===== src/rtl/valve_ctrl_pkg.sv =====
// Shared definitions for valve_ctrl: command field layout and FSM encoding.
// Latency: n/a (types and constants only).
// Backpressure: n/a.
package valve_ctrl_pkg;

    // Burst length occupies the low bits of the command word.
    localparam int CMD_LEN_LSB = 0;

    // MSB of the LEN field for a given counter width.
    function automatic int cmd_len_msb(input int cnt_w);
        return cnt_w - 1;
    endfunction

    // PASS flag sits directly above the LEN field.
    function automatic int cmd_pass_bit(input int cnt_w);
        return cnt_w;
    endfunction

    // IDLE: no burst in progress (counter at zero). BURST: mid-burst.
    typedef enum logic {
        ST_IDLE  = 1'b0,
        ST_BURST = 1'b1
    } state_e;

endpackage


===== src/rtl/valve_ctrl_dreg.sv =====
// Single-entry valid/ready output register, empty after reset.
// Latency: one cycle from load to out_vld_o.
// Backpressure: space_o is high when empty or draining this cycle; load only when space_o.
module valve_ctrl_dreg #(
    parameter int W = 17
) (
    input  logic         clk,
    input  logic         rst,
    input  logic         load_i,
    input  logic [W-1:0] dat_i,
    output logic         space_o,
    output logic         out_vld_o,
    input  logic         out_rdy_i,
    output logic [W-1:0] out_dat_o
);
    import valve_ctrl_pkg::*;

    logic         vld_q, vld_d;
    logic [W-1:0] dat_q, dat_d;

    assign space_o   = !vld_q || out_rdy_i;
    assign out_vld_o = vld_q;
    assign out_dat_o = dat_q;

    // Next state: a load wins over a drain, so load+transfer keeps the entry full.
    always_comb begin
        vld_d = vld_q;
        dat_d = dat_q;
        if (load_i) begin
            vld_d = 1'b1;
            dat_d = dat_i;
        end else if (out_rdy_i) begin
            vld_d = 1'b0;
        end
    end

    // Register with synchronous reset to the empty state.
    always_ff @(posedge clk) begin
        if (rst) begin
            vld_q <= 1'b0;
            dat_q <= '0;
        end else begin
            vld_q <= vld_d;
            dat_q <= dat_d;
        end
    end

endmodule


===== src/rtl/valve_ctrl.sv =====
// Gates a data stream in command-sized bursts, forwarding (PASS) or dropping items.
// Latency: one cycle din -> dout in PASS mode; cmd consumed with the last item.
// Backpressure: PASS stalls din while dout is full and not draining; drop never stalls.
module valve_ctrl #(
    parameter int DIN = 16,
    parameter int CNT = 8
) (
    input  logic           clk,
    input  logic           rst,
    input  logic           cmd_valid,
    output logic           cmd_ready,
    input  logic [CNT:0]   cmd_data,
    input  logic           din_valid,
    output logic           din_ready,
    input  logic [DIN-1:0] din_data,
    output logic           dout_valid,
    input  logic           dout_ready,
    output logic [DIN:0]   dout_data
);
    import valve_ctrl_pkg::*;

    localparam int LEN_MSB  = cmd_len_msb(CNT);
    localparam int PASS_BIT = cmd_pass_bit(CNT);

    state_e         state_q, state_d;
    logic [CNT-1:0] cnt_q, cnt_d;

    logic [CNT-1:0] cmd_len;
    logic [CNT-1:0] len_m1;
    logic [CNT-1:0] cur_cnt;
    logic           cmd_pass;
    logic           len_zero;
    logic           last_item;
    logic           out_space;
    logic           accept;
    logic           load;

    assign cmd_len  = cmd_data[LEN_MSB:CMD_LEN_LSB];
    assign cmd_pass = cmd_data[PASS_BIT];
    assign len_zero = (cmd_len == '0);
    assign len_m1   = cmd_len - CNT'(1);

    // Handshakes, counter and FSM next state; all defaults first.
    always_comb begin
        cur_cnt   = (state_q == ST_IDLE) ? '0 : cnt_q;
        last_item = (cur_cnt == len_m1);
        din_ready = 1'b0;
        cmd_ready = 1'b0;
        accept    = 1'b0;
        load      = 1'b0;
        cnt_d     = cnt_q;
        state_d   = state_q;
        if (!rst && cmd_valid) begin
            if (len_zero) begin
                cmd_ready = 1'b1;
            end else begin
                din_ready = cmd_pass ? out_space : 1'b1;
                accept    = din_valid && din_ready;
                load      = accept && cmd_pass;
                if (accept) begin
                    cmd_ready = last_item;
                    cnt_d     = last_item ? '0 : cur_cnt + CNT'(1);
                end
            end
        end
        state_d = (cnt_d != '0) ? ST_BURST : ST_IDLE;
    end

    // State and item counter; reset discards any partial burst.
    always_ff @(posedge clk) begin
        if (rst) begin
            state_q <= ST_IDLE;
            cnt_q   <= '0;
        end else begin
            state_q <= state_d;
            cnt_q   <= cnt_d;
        end
    end

    valve_ctrl_dreg #(
        .W (DIN + 1)
    ) dreg (
        .clk       (clk),
        .rst       (rst),
        .load_i    (load),
        .dat_i     ({last_item, din_data}),
        .space_o   (out_space),
        .out_vld_o (dout_valid),
        .out_rdy_i (dout_ready),
        .out_dat_o (dout_data)
    );

endmodule


===== config.mk =====
export PLATFORM = sky130hd
export DESIGN_NAME = valve_ctrl
export DESIGN_NICKNAME = d
export VERILOG_FILES = /design/src/rtl/valve_ctrl_pkg.sv /design/src/rtl/valve_ctrl_dreg.sv /design/src/rtl/valve_ctrl.sv
export SDC_FILE = /design/constraint.sdc
export NUM_CORES = 1
export LEC_CHECK = 0
export BUFFER_PORTS_ARGS = -buffer_cell sky130_fd_sc_hd__buf_2
export CORE_MARGIN = 3
export CORE_UTILIZATION = 51
export DETAILED_ROUTE_END_ITERATION = 10
export PLACE_DENSITY = 0.88
export REMOVE_ABC_BUFFERS = 1
export SLEW_MARGIN = 0
export SYNTH_ARGS = -nofsm -noshare
export SYNTH_HDL_FRONTEND = slang
export SYNTH_SLANG_ARGS = --single-unit

===== constraint.sdc =====
create_clock -name clk -period 2.4 [get_ports clk]
set_input_delay 0.12 -clock clk [delete_from_list [all_inputs] [get_ports clk]]
set_output_delay 0.12 -clock clk [all_outputs]
set_load 0.005 [all_outputs]

# Word-level counts from Yosys, hierarchy flattened
# Index checks and enable logic that the tools add are counted.
[totals] register_bits=27 output_inout_bits=20
[op_classes] n_addsub=2 n_eq_ne=1 n_mux=16 reduce_logical=9
[ops] op="8-bit two-way mux" n=5
[ops] op="1-bit two-way mux" n=11
[ops] op="8-bit by 1-bit adder with 8-bit output (second input constant)" n=1
[ops] op="8-bit == test" n=1
[ops] op="8-bit zero test" n=1
[ops] op="8-bit nonzero test" n=1
[ops] op="8-bit by 1-bit subtractor with 8-bit output (second input constant)" n=1
[ops] op="1-bit logical AND" n=3
[ops] op="1-bit zero test" n=2
[ops] op="2-bit nonzero test" n=1
[ops] op="1-bit logical OR" n=1

# Longest topological paths before layout
# Gate-level depths: netlist of the first run.
[depth] word_depth=9 ltp_mapped=12 ltp_nobuf=10

# By module
# A second synthesis of the first run with hierarchy kept.
[unflattened] cells_unflattened=201 area_unflattened_um2=1739.2
[by_module_without_submodules] module="valve_ctrl" instances=1 cells_per_inst=142 area_per_inst_um2=1088.5 seq_area_each_um2=180.2
[by_module_without_submodules] module="valve_ctrl_dreg" instances=1 cells_per_inst=59 area_per_inst_um2=650.6 seq_area_each_um2=360.3

# Worst setup path before layout of the first run
# Ideal clock, no wire load.
[synth_path] path_type="reg2reg" from="register state_q" to="register state_q" arrival_ns=2.050 slack_ns=0.206 path_stages_with_launch=9 period_less_slack_ns=2.194 path_cell_list="dfxtp_1 -> clkbuf_1 -> and2_1 -> ha_1 -> clkbuf_1 -> nand4_1 -> or2_2 -> o311ai_0 -> a41oi_1"
[synth_between] elab_chain_len=8 word_cells_on_any_way=9
[synth_rtl] element="from (decl)" line_no="valve_ctrl.sv:25" rtl="state_e state_q, state_d;"
[synth_rtl] element="from (signal assigned)" line_no="valve_ctrl.sv:75" rtl="state_q <= state_d;"
[synth_rtl] element="8-bit two-way mux (*)" line_no="valve_ctrl.sv:45" rtl="cur_cnt = (state_q == ST_IDLE) ? '0 : cnt_q;"
[synth_rtl] element="8-bit by 1-bit adder with 8-bit output / 8-bit == test (equally long branches)" line_no="valve_ctrl.sv:62, valve_ctrl.sv:46"
[synth_rtl] element="8-bit two-way mux (*)" line_no="valve_ctrl.sv:62" rtl="cnt_d = last_item ? '0 : cur_cnt + CNT'(1);"
[synth_rtl] element="8-bit two-way mux (*)" line_no="valve_ctrl.sv:60" rtl="if (accept) begin"
[synth_rtl] element="8-bit two-way mux (*)" line_no="valve_ctrl.sv:54" rtl="if (len_zero) begin"
[synth_rtl] element="8-bit two-way mux (*)" line_no="valve_ctrl.sv:53" rtl="if (!rst && cmd_valid) begin"
[synth_rtl] element="8-bit nonzero test (*)" line_no="valve_ctrl.sv:66" rtl="state_d = (cnt_d != '0) ? ST_BURST : ST_IDLE;"
[synth_rtl] element="1-bit two-way mux (*)" line_no="valve_ctrl.sv:66"
# Every way passes the cells marked *; elsewhere a longest branch is shown, timed or not.
# A chain may end at the register's enable or synchronous reset.

# Worst setup path in the final report of the first run
[layout_path] from="register state_q" to="output cmd_ready"
[layout_between] elab_chain_len=5
[layout_rtl] element="8-bit two-way mux" line_no="valve_ctrl.sv:45"
[layout_rtl] element="8-bit == test" line_no="valve_ctrl.sv:46" rtl="last_item = (cur_cnt == len_m1);"
[layout_rtl] element="1-bit two-way mux" line_no="valve_ctrl.sv:60"
[layout_rtl] element="1-bit two-way mux" line_no="valve_ctrl.sv:54"
[layout_rtl] element="1-bit two-way mux" line_no="valve_ctrl.sv:53"
[layout_rtl] element="to (decl)" line_no="valve_ctrl.sv:11" rtl="output logic cmd_ready,"
# No other way between the ends.

==> metrics, run 1 <==
outcome=finished, final reports clean; die area=3990 sq um; die width=63.1 um; count of flip-flops with a built-in enable after synthesis=0; Final Setup Violations=0; Critical Path Max Stage Delay=390 ps; crit path launch type=flip-flop; fin crit period=2310 ps; mux contribution to synthesized area=0%; layout cells sized above 1=29.6%; largest net degree at the start of global routing=28; crit-path leading delay family=simple AND/OR/NAND/NOR gates; Mapped Area=1670 sq um; register clock-pin slew on the reported worst setup and hold paths=140 ps; total power=789 uW; FP Rows=20; Leak Pwr=0.000859 uW; met2 usage=33.9%; Reg2Reg Setup Slack=200 ps; Clock Tree Buf Depth=2; Core Footprint=3080 sq um; Hold Crit Start=din_data[12]; nets=304; worst min-delay path category=input port to flip-flop; DRC Markers=0; H-Tree Depth=1; clock buffer count from CTS=3; Initial Utilization=54.1%; Slew Viols, Final=0; clock network power share=24.4%; die height=63.1 um; met3 Track Usage GR=4.10%; final worst slack=93.8 ps; Vias/cell=5.48; Peak VDD IR=0.332 mV; post-synthesis sequential area ratio=32.5%; fmax=434 MHz; global-route wire length before repair=6.56 mm; final period utilization=96.1%; Final Non-Filler Cells=314; CP bufs+invs=3; critical path endpoint category=output pin; Post-synth top flop=dfxtp_1; Hold EP=dreg.out_dat_o[12]; final hold violations=0; RSZ-0062 raised after global routing=false; Sw Ratio=26.4%; worst-margin pin slew=558 ps; Tot GR Track Use=19.8%; Adder-Cell Fraction of Synth Area=2.25%; Unique masters post-synth=52; most used routing layer=met2; DRT antenna net count=0; CTS tree=yes; arrival time at the worst endpoint=2190 ps; number of max-cap violations=0; WHS Path Cells=3; dpl ws=240 ps; I/O pin total=50; Net Switching=208 uW; P_int=581 uW; Final Wtd Congestion=0.893; critical-path cell list=clkbuf_2 > buf_4 > o21a_1 > or3b_1 > o211ai_2 > and2_4 > nand3_1 > a21boi_0 > buf_2; Post-Synth Simple-Gate Area=34.2%; total routed wirelength=4.13 mm; grt met1 use=25.2%; Comb pwr share=16.9%; # fillers=250; Slowest-stage cell, CP=dfxtp_4; Vias=1,722; pwr dens=385 nW/um^2; Seq cells post-synth=27; Worst slew margin=62.7%; cts hold-fix bufs=0; layout overhead on the synthesized area=23.1%; Post-Synth XOR/XNOR Area=6.61%; worst r2r path cells=9; PortBufs=49; post-placement cell count=303; Post-DP HPWL=2.97 mm; GRT overflow=0; vias in the first global route=1,482; cell count after synthesis=218; Req. time, crit path=2280 ps; post-synthesis compound-gate area fraction=19.7%; Crit Path Max Fanout=7; fraction of registers with async set/reset=0%; yosys warns=0; clock sink count=27; worst r2r dst=state_q; clk_lat worst skew=320 ps; CTS Root Cell=clkbuf_4; First-pass DRT Iterations=4; Seq pwr share=58.6%; Avg WL per Cell=13.1 um; Setup TNS=0 ps; initial antenna violation count=0; Syn Area/Cell=7.64 sq um; Worst R2R Start=cnt_q[7]; Setup CP Type=flip-flop to output pin; number of DRC markers in iteration 0=170; Antenna Cells=0; largest family of logic cells by synthesized area=simple AND/OR/NAND/NOR gates; Max Clock Skew=3.08 ps
## registers in the layout, indices dropped and copies added (netlist names)
register        cells
dreg.out_dat_o     17
cnt_q               8
dreg.out_vld_o      1
state_q             1
## what timing repair did
| action | 4_1_cts | 5_1_grt |
|---|---|---|
| endpoints found under the setup margin | 1 | 1 |
| buffers inserted | 0 | 7 |
| resized for setup | 3 | 5 |
| gates cloned | 0 | 0 |
| pin swaps | 1 | 3 |
## power by group through the flow
stage / sequential, uW / clock, uW / combinational (uW)
floorplan: 474 / 0 / 60.2
global placement: 474 / 0 / 122
detailed placement: 474 / 0 / 124
CTS: 464 / 196 / 125
global route: 463 / 216 / 147
finish: 462 / 193 / 134
## worst reg2reg max path: stages, from the launching register on
cell and delay [ps]:
dfxtp_4 390, and2_1 200, xor2_1 160, a211o_1 280, a221oi_4 280, buf_4 160
buf_4 100, a2111oi_1 60, a311oi_1 330, a41oi_1 150
## cells in the mapped netlist, types with 2 or more instances
library cell	instances	area [sq um]
a21oi_1	22	110
a2bb2oi_1	2	17.5
a31oi_1	2	12.5
and2_1	8	50.1
and3_1	2	12.5
clkbuf_1	12	45.0
dfxtp_1	27	541
ha_1	3	37.5
inv_1	5	18.8
nand2_1	44	165
nand2b_1	2	12.5
nand3_1	4	20.0
nand3b_1	3	22.5
nand4_1	5	31.3
nand4b_1	3	26.3
nor2_1	14	52.6
nor2b_1	3	18.8
nor3_1	5	25.0
nor4_1	2	12.5
o21ai_0	7	35.0
or3_1	4	25.0
xnor2_1	6	52.6
xor2_1	4	35.0
## worst max-delay path by stage
stage,endpoint,cells past startpoint,slack [ps],startpoint
detailed placement,state_q,7,240,state_q
floorplan,state_q,7,330,state_q
global route,cmd_ready,8,6,state_q
CTS,cmd_ready,8,5,state_q
finish,cmd_ready,9,90,state_q
global placement,state_q,7,240,state_q
## metal layers
metal	up-vias	part of all wire, %
met2	63	49
met5	-	0
met3	6	6.2
li1	870	-
met4	0	1.4
met1	783	44
## cells in the final DEF (no fill, tap or decap), types with 4 or more instances in the layout
| cell | count |
|---|---|
| xnor2_1 | 6 |
| buf_2 | 49 |
| xor2_1 | 4 |
| buf_4 | 12 |
| nor2_1 | 14 |
| nand4_1 | 5 |
| nand2_1 | 44 |
| a21oi_1 | 22 |
| dfxtp_1 | 22 |
| o21ai_0 | 7 |
| nor3_1 | 5 |
| and2_1 | 8 |
| nand3_1 | 4 |
| or3_1 | 4 |
| inv_1 | 5 |
## area by class of cell
| type | count | area [sq um] | area share (%) |
|---|---|---|---|
| Clock inverter | 1 | 5.00 | 0.244 |
| Sequential cell | 27 | 552 | 26.9 |
| Timing Repair Buffer | 62 | 340 | 16.6 |
| Inverter | 5 | 18.8 | 0.916 |
| Tap cell | 44 | 55.1 | 2.69 |
| Multi-Input combinational cell | 172 | 1060 | 51.5 |
| Clock buffer | 3 | 22.5 | 1.10 |
## through the flow
| step | hold WS (ps) | utilization [%] | instance area, sq um |
|---|---|---|---|
| after global placement | 361 | 63.3 | 1950 |
| after detailed placement | 366 | 63.3 | 1950 |
| after floorplan | 189 | - | 1600 |
| final | 11.8 | 66.6 | 2050 |
| after global routing | -0.158 | 66.6 | 2050 |
| after CTS | 11.8 | 64.4 | 1980 |
## kinds of logic (layout without fill, tap and decap cells)
group / after synthesis / after routing
and+or+nand+nor: 108 / 108
AOI/OAI and AO/OA: 50 / 50
xor gates and xnor gates: 11 / 11
buffers and inverters: 19 / 71
adders and majority gates: 3 / 3
DFF: 27 / 27
No activity file was read; power rests on OpenSTA's default activity.
==> run 2: changes to the inputs <==
Settings changed: CTS_BUF_LIST set to sky130_fd_sc_hd__clkbuf_16, SETUP_SLACK_MARGIN set to 0.1.
==> run 2 against run 1 <==
Hold slack improved by 79 ps. Combinational power fell by 4%. Worst setup slack improved by 60 ps. Routed wire length fell by 1.1%. Core utilization rose by 0.081 points. Die area did not move. Clock power rose by 93%. Via count rose by 0.35%. Critical path type unchanged. Highest routed layer unchanged.
==> metrics, run 2 (synthesis gave the netlist of run 1 again) <==
outcome=finished, final reports clean; PortBufs=49; critical-path cell list=and2_1 > xor2_1 > a211o_1 > a221oi_2 > and2_4 > nand3_1 > a21boi_0 > buf_2; most used routing layer=met2; total routed wirelength=4.08 mm; crit path launch type=flip-flop; Initial Utilization=54.1%; Tot GR Track Use=20.9%; Req. time, crit path=2280 ps; layout overhead on the synthesized area=23.2%; Peak VDD IR=0.468 mV; Vias/cell=5.61; nets=298; pwr dens=470 nW/um^2; clock buffer count from CTS=3; post-placement cell count=303; H-Tree Depth=1; Final Wtd Congestion=0.893; GRT overflow=0; Antenna Cells=0; fmax=445 MHz; Slew Viols, Final=0; clock sink count=27; clk_lat worst skew=260 ps; met3 Track Usage GR=4.63%; worst min-delay path category=input port to flip-flop; Setup CP Type=flip-flop to output pin; die height=63.1 um; I/O pin total=50; worst-margin pin slew=560 ps; CTS tree=yes; Final Setup Violations=0; die area=3990 sq um; Critical Path Max Stage Delay=380 ps; number of max-cap violations=0; Final Non-Filler Cells=308; total power=965 uW; DRT antenna net count=0; number of DRC markers in iteration 0=166; FP Rows=20; max reg flops=17; arrival time at the worst endpoint=2130 ps; initial antenna violation count=0; global-route wire length before repair=6.82 mm; RSZ-0062 raised after global routing=true; Clock Tree Buf Depth=2; Avg WL per Cell=13.3 um; Crit Path Max Fanout=10; most frequent cells in the layout=49 x buf_2, 44 x nand2_1, 23 x dfxtp_1, 22 x a21oi_1, 14 x nor2_1; Vias=1,728; layout cells sized above 1=28.0%; Worst slew margin=62.6%; critical path endpoint category=output pin; die width=63.1 um; Max Clock Skew=2.90 ps; # fillers=244; DRC Markers=0; vias in the first global route=1,524; Setup TNS=0 ps; Core Footprint=3080 sq um; most common cell after layout, fill and taps aside=buf_2; CTS Root Cell=clkbuf_16; Post-DP HPWL=2.97 mm; First-pass DRT Iterations=4; largest net degree at the start of global routing=28; Leak Pwr=0.000842 uW; grt met1 use=26.4%; Slowest-stage cell, CP=dfxtp_4; final hold violations=0; fin crit period=2250 ps; final period utilization=93.6%; met2 usage=35.2%; register clock-pin slew on the reported worst setup and hold paths=60 ps
run 2: path summary, 6_finish.rpt:
kind,from,end,slack (ps),depth (start not counted)
max,state_q,cmd_ready,150,8
min,din_data[12],dreg.out_dat_o[12],90,3
max reg2reg,cnt_q[1],state_q,220,9
min reg2reg,dreg.out_dat_o[8],dreg.out_dat_o[8],450,2
run 2: worst max-delay path, delay by kind of cell (launching register included):
kind	cells	cell delay (ps)
xor+xnor	1	160
compound gates	3	720
flops	1	380
simple gates	3	470
buf+inv	1	140
run 2: power breakdown:
| group | switching [uW] | total (uW) | leakage [uW] | internal (uW) |
|---|---|---|---|---|
| combinational | 67.9 | 129 | 0.000581 | 60.8 |
| clock | 148 | 372 | 0.0000409 | 224 |
| sequential | 8.08 | 464 | 0.000221 | 456 |
run 2: final cells by class:
type                    count  area [sq um]  area share, %
clock buffers               3          75.1           3.66
clock inverters             1          5.00          0.244
inverters                   5          18.8          0.915
multi-input cells         172          1050           51.3
flip-flops and latches     27           548           26.7
well taps                  44          55.1           2.68
repair buffers             56           298           14.5
run 2: through the flow:
step                setup WS (ps)  hold slack (ps)  utilization, %  area, sq um
floorplan                     325              189               -         1600
global placement              243              361            63.3         1950
detailed placement            240              366            63.3         1950
CTS                           176             93.2            66.3         2040
global route                 88.6             91.5            66.7         2050
finish                        154             90.8            66.7         2050
run 2: repair_timing:
action | in CTS | in global routing
setup buffers | 1 | 0
hold buffers | 0 | 0
gates resized for setup | 2 | 4
setup endpoints to repair | 1 | 2
pin swaps | 1 | 0
run 2: metal layers:
metal	share of wire (%)	vias up	wire [um]
met5	0	-	0
met4	2.2	0	89
met3	7.3	10	296
met2	49	70	2020
met1	41	794	1680
li1	-	854	-
==> run 3: changes to the inputs <==
Settings changed: BUFFER_PORTS_ARGS -buffer_cell sky130_fd_sc_hd__buf_2 to -buffer_cell sky130_fd_sc_hd__buf_4, GPL_TIMING_DRIVEN set to 0.
==> run 3 against run 2 <==
Worst setup slack improved by 70 ps. Total power increased by 0.18%. Register-to-register slack improved by 40 ps. Sequential power about the same. Combinational power increased by 5%. First-iteration DRC count decreased by 40%. Flip-flop and latch count unchanged. Clock power decreased by 2%. Via count decreased by 4.0%. Clock-buffer cell count unchanged. Routed wire length decreased by 3.1%. Clock skew about the same. Critical path type unchanged. Largest power group unchanged.
==> metrics, run 3 (synthesis gave the netlist of run 1 again) <==
worst-margin pin slew=612 ps; Avg WL per Cell=13.0 um; Initial Utilization=54.1%; Worst R2R Start=state_q; most common cell after layout, fill and taps aside=buf_4; GRT overflow=0; worst min-delay path category=input port to flip-flop; Final Setup Violations=0; CTS Root Cell=clkbuf_16; Setup TNS=0 ps; worst r2r dst=state_q; pwr dens=452 nW/um^2; Vias/cell=5.48; RSZ-0062 raised after global routing=true; final hold violations=0; Peak VDD IR=0.560 mV; nets=293; Reg2Reg Setup Slack=260 ps; Post-DP HPWL=2.85 mm; First-pass DRT Iterations=4; Tot GR Track Use=19.4%; largest net degree at the start of global routing=29; Worst slew margin=59.1%; clk_lat worst skew=250 ps; layout overhead on the synthesized area=28.5%; final period utilization=90.7%; CTS tree=yes; die height=63.1 um; Final Wtd Congestion=0.755; vias in the first global route=1,444; WHS Path Cells=3; initial antenna violation count=0; I/O pin total=50; critical path endpoint category=output pin; Req. time, crit path=2280 ps; Slew Viols, Final=0; PortBufs=49; Setup CP Type=flip-flop to output pin; Leak Pwr=0.000841 uW; global-route wire length before repair=6.51 mm; arrival time at the worst endpoint=2060 ps; Vias=1,659; clock sink count=27; fin crit period=2180 ps; crit path launch type=flip-flop; outcome=finished, final reports clean; die width=63.1 um; Clock Tree Buf Depth=2; number of DRC markers in iteration 0=99; number of max-cap violations=0; Max Clock Skew=2.95 ps; dpl ws=11.0 ps; max reg flops=17; most frequent cells in the layout=51 x buf_4, 43 x nand2_1, 23 x dfxtp_1, 22 x a21oi_1, 14 x nor2_1; final worst slack=224 ps; register clock-pin slew on the reported worst setup and hold paths=60 ps; worst r2r path cells=8; layout cells sized above 1=27.0%; DRT antenna net count=0; Crit Path Max Fanout=16; fmax=460 MHz; H-Tree Depth=1; Core Footprint=3080 sq um; Antenna Cells=0; DRC Markers=0; die area=3990 sq um; Hold EP=dreg.out_dat_o[3]; Hold Crit Start=din_data[3]; FP Rows=20; clock buffer count from CTS=3; total routed wirelength=3.95 mm
[run 3: changes by cell type in the layout (fill, tap and decap cells not counted), sizes merged]
cell / before / now
clkinv: 1 / 0
buf: 56 / 51
inv: 5 / 6
[run 3: worst max path at each step]
stage,startpoint,endpoint,slack [ps]
CTS,state_q,cmd_ready,160
global placement,state_q,state_q,60
floorplan,state_q,state_q,330
finish,state_q,cmd_ready,220
detailed placement,state_q,state_q,10
global route,state_q,cmd_ready,100
[run 3: per-stage QoR]
stage	utilization, %	hold slack [ps]	cell area (sq um)	power (uW)	std cells
after floorplan	-	189	1600	535	204
after CTS	68.8	109	2120	966	302
after global placement	65.9	366	2030	605	297
final	69.6	110	2140	967	303
after global routing	69.6	116	2140	1010	303
after detailed placement	65.9	376	2030	609	297
[run 3: where the power goes]
part	leakage, uW	switching [uW]	internal [uW]	total [uW]
Clock	0.0000423	142	223	365
Sequential	0.000221	10.3	456	466
Combinational	0.000578	63.1	72.5	136
Total	0.000841	216	751	967
[run 3: routing by layer]
metal / GRT usage (%) / vias up / wire length [um]
met1: 25.3 / 772 / 1750
met2: 33.3 / 33 / 2030
met5: 0 / - / 0
li1: - / 850 / -
met4: 4.13 / 0 / 32
met3: 3.39 / 4 / 135
[run 3: worst max-delay path, cell delays in order (launching register included)]
cell and delay [ps]:
dfxtp_4 400, and2_1 180, xor2_1 140, a211o_1 280
a221oi_2 270, and2_4 190, nand3_1 70, a21boi_1 140
buf_4 120
[run 3: area by class of cell]
| cell class | count | area [sq um] |
|---|---|---|
| repair buffers | 51 | 383 |
| clock buffers | 3 | 75.1 |
| multi-input cells | 172 | 1060 |
| clock inverters | 1 | 3.75 |
| well taps | 44 | 55.1 |
| fillers | 241 | 937 |
| flip-flops and latches | 27 | 548 |
| inverters | 5 | 18.8 |
[run 3: what timing repair did]
| item | in CTS | in global routing |
|---|---|---|
| pin swaps | 1 | 2 |
| hold buffers | 0 | 0 |
| setup buffers | 1 | 1 |
| resized for setup | 2 | 7 |
| endpoints found under the setup margin | 2 | 2 |
| cloned | 0 | 0 |
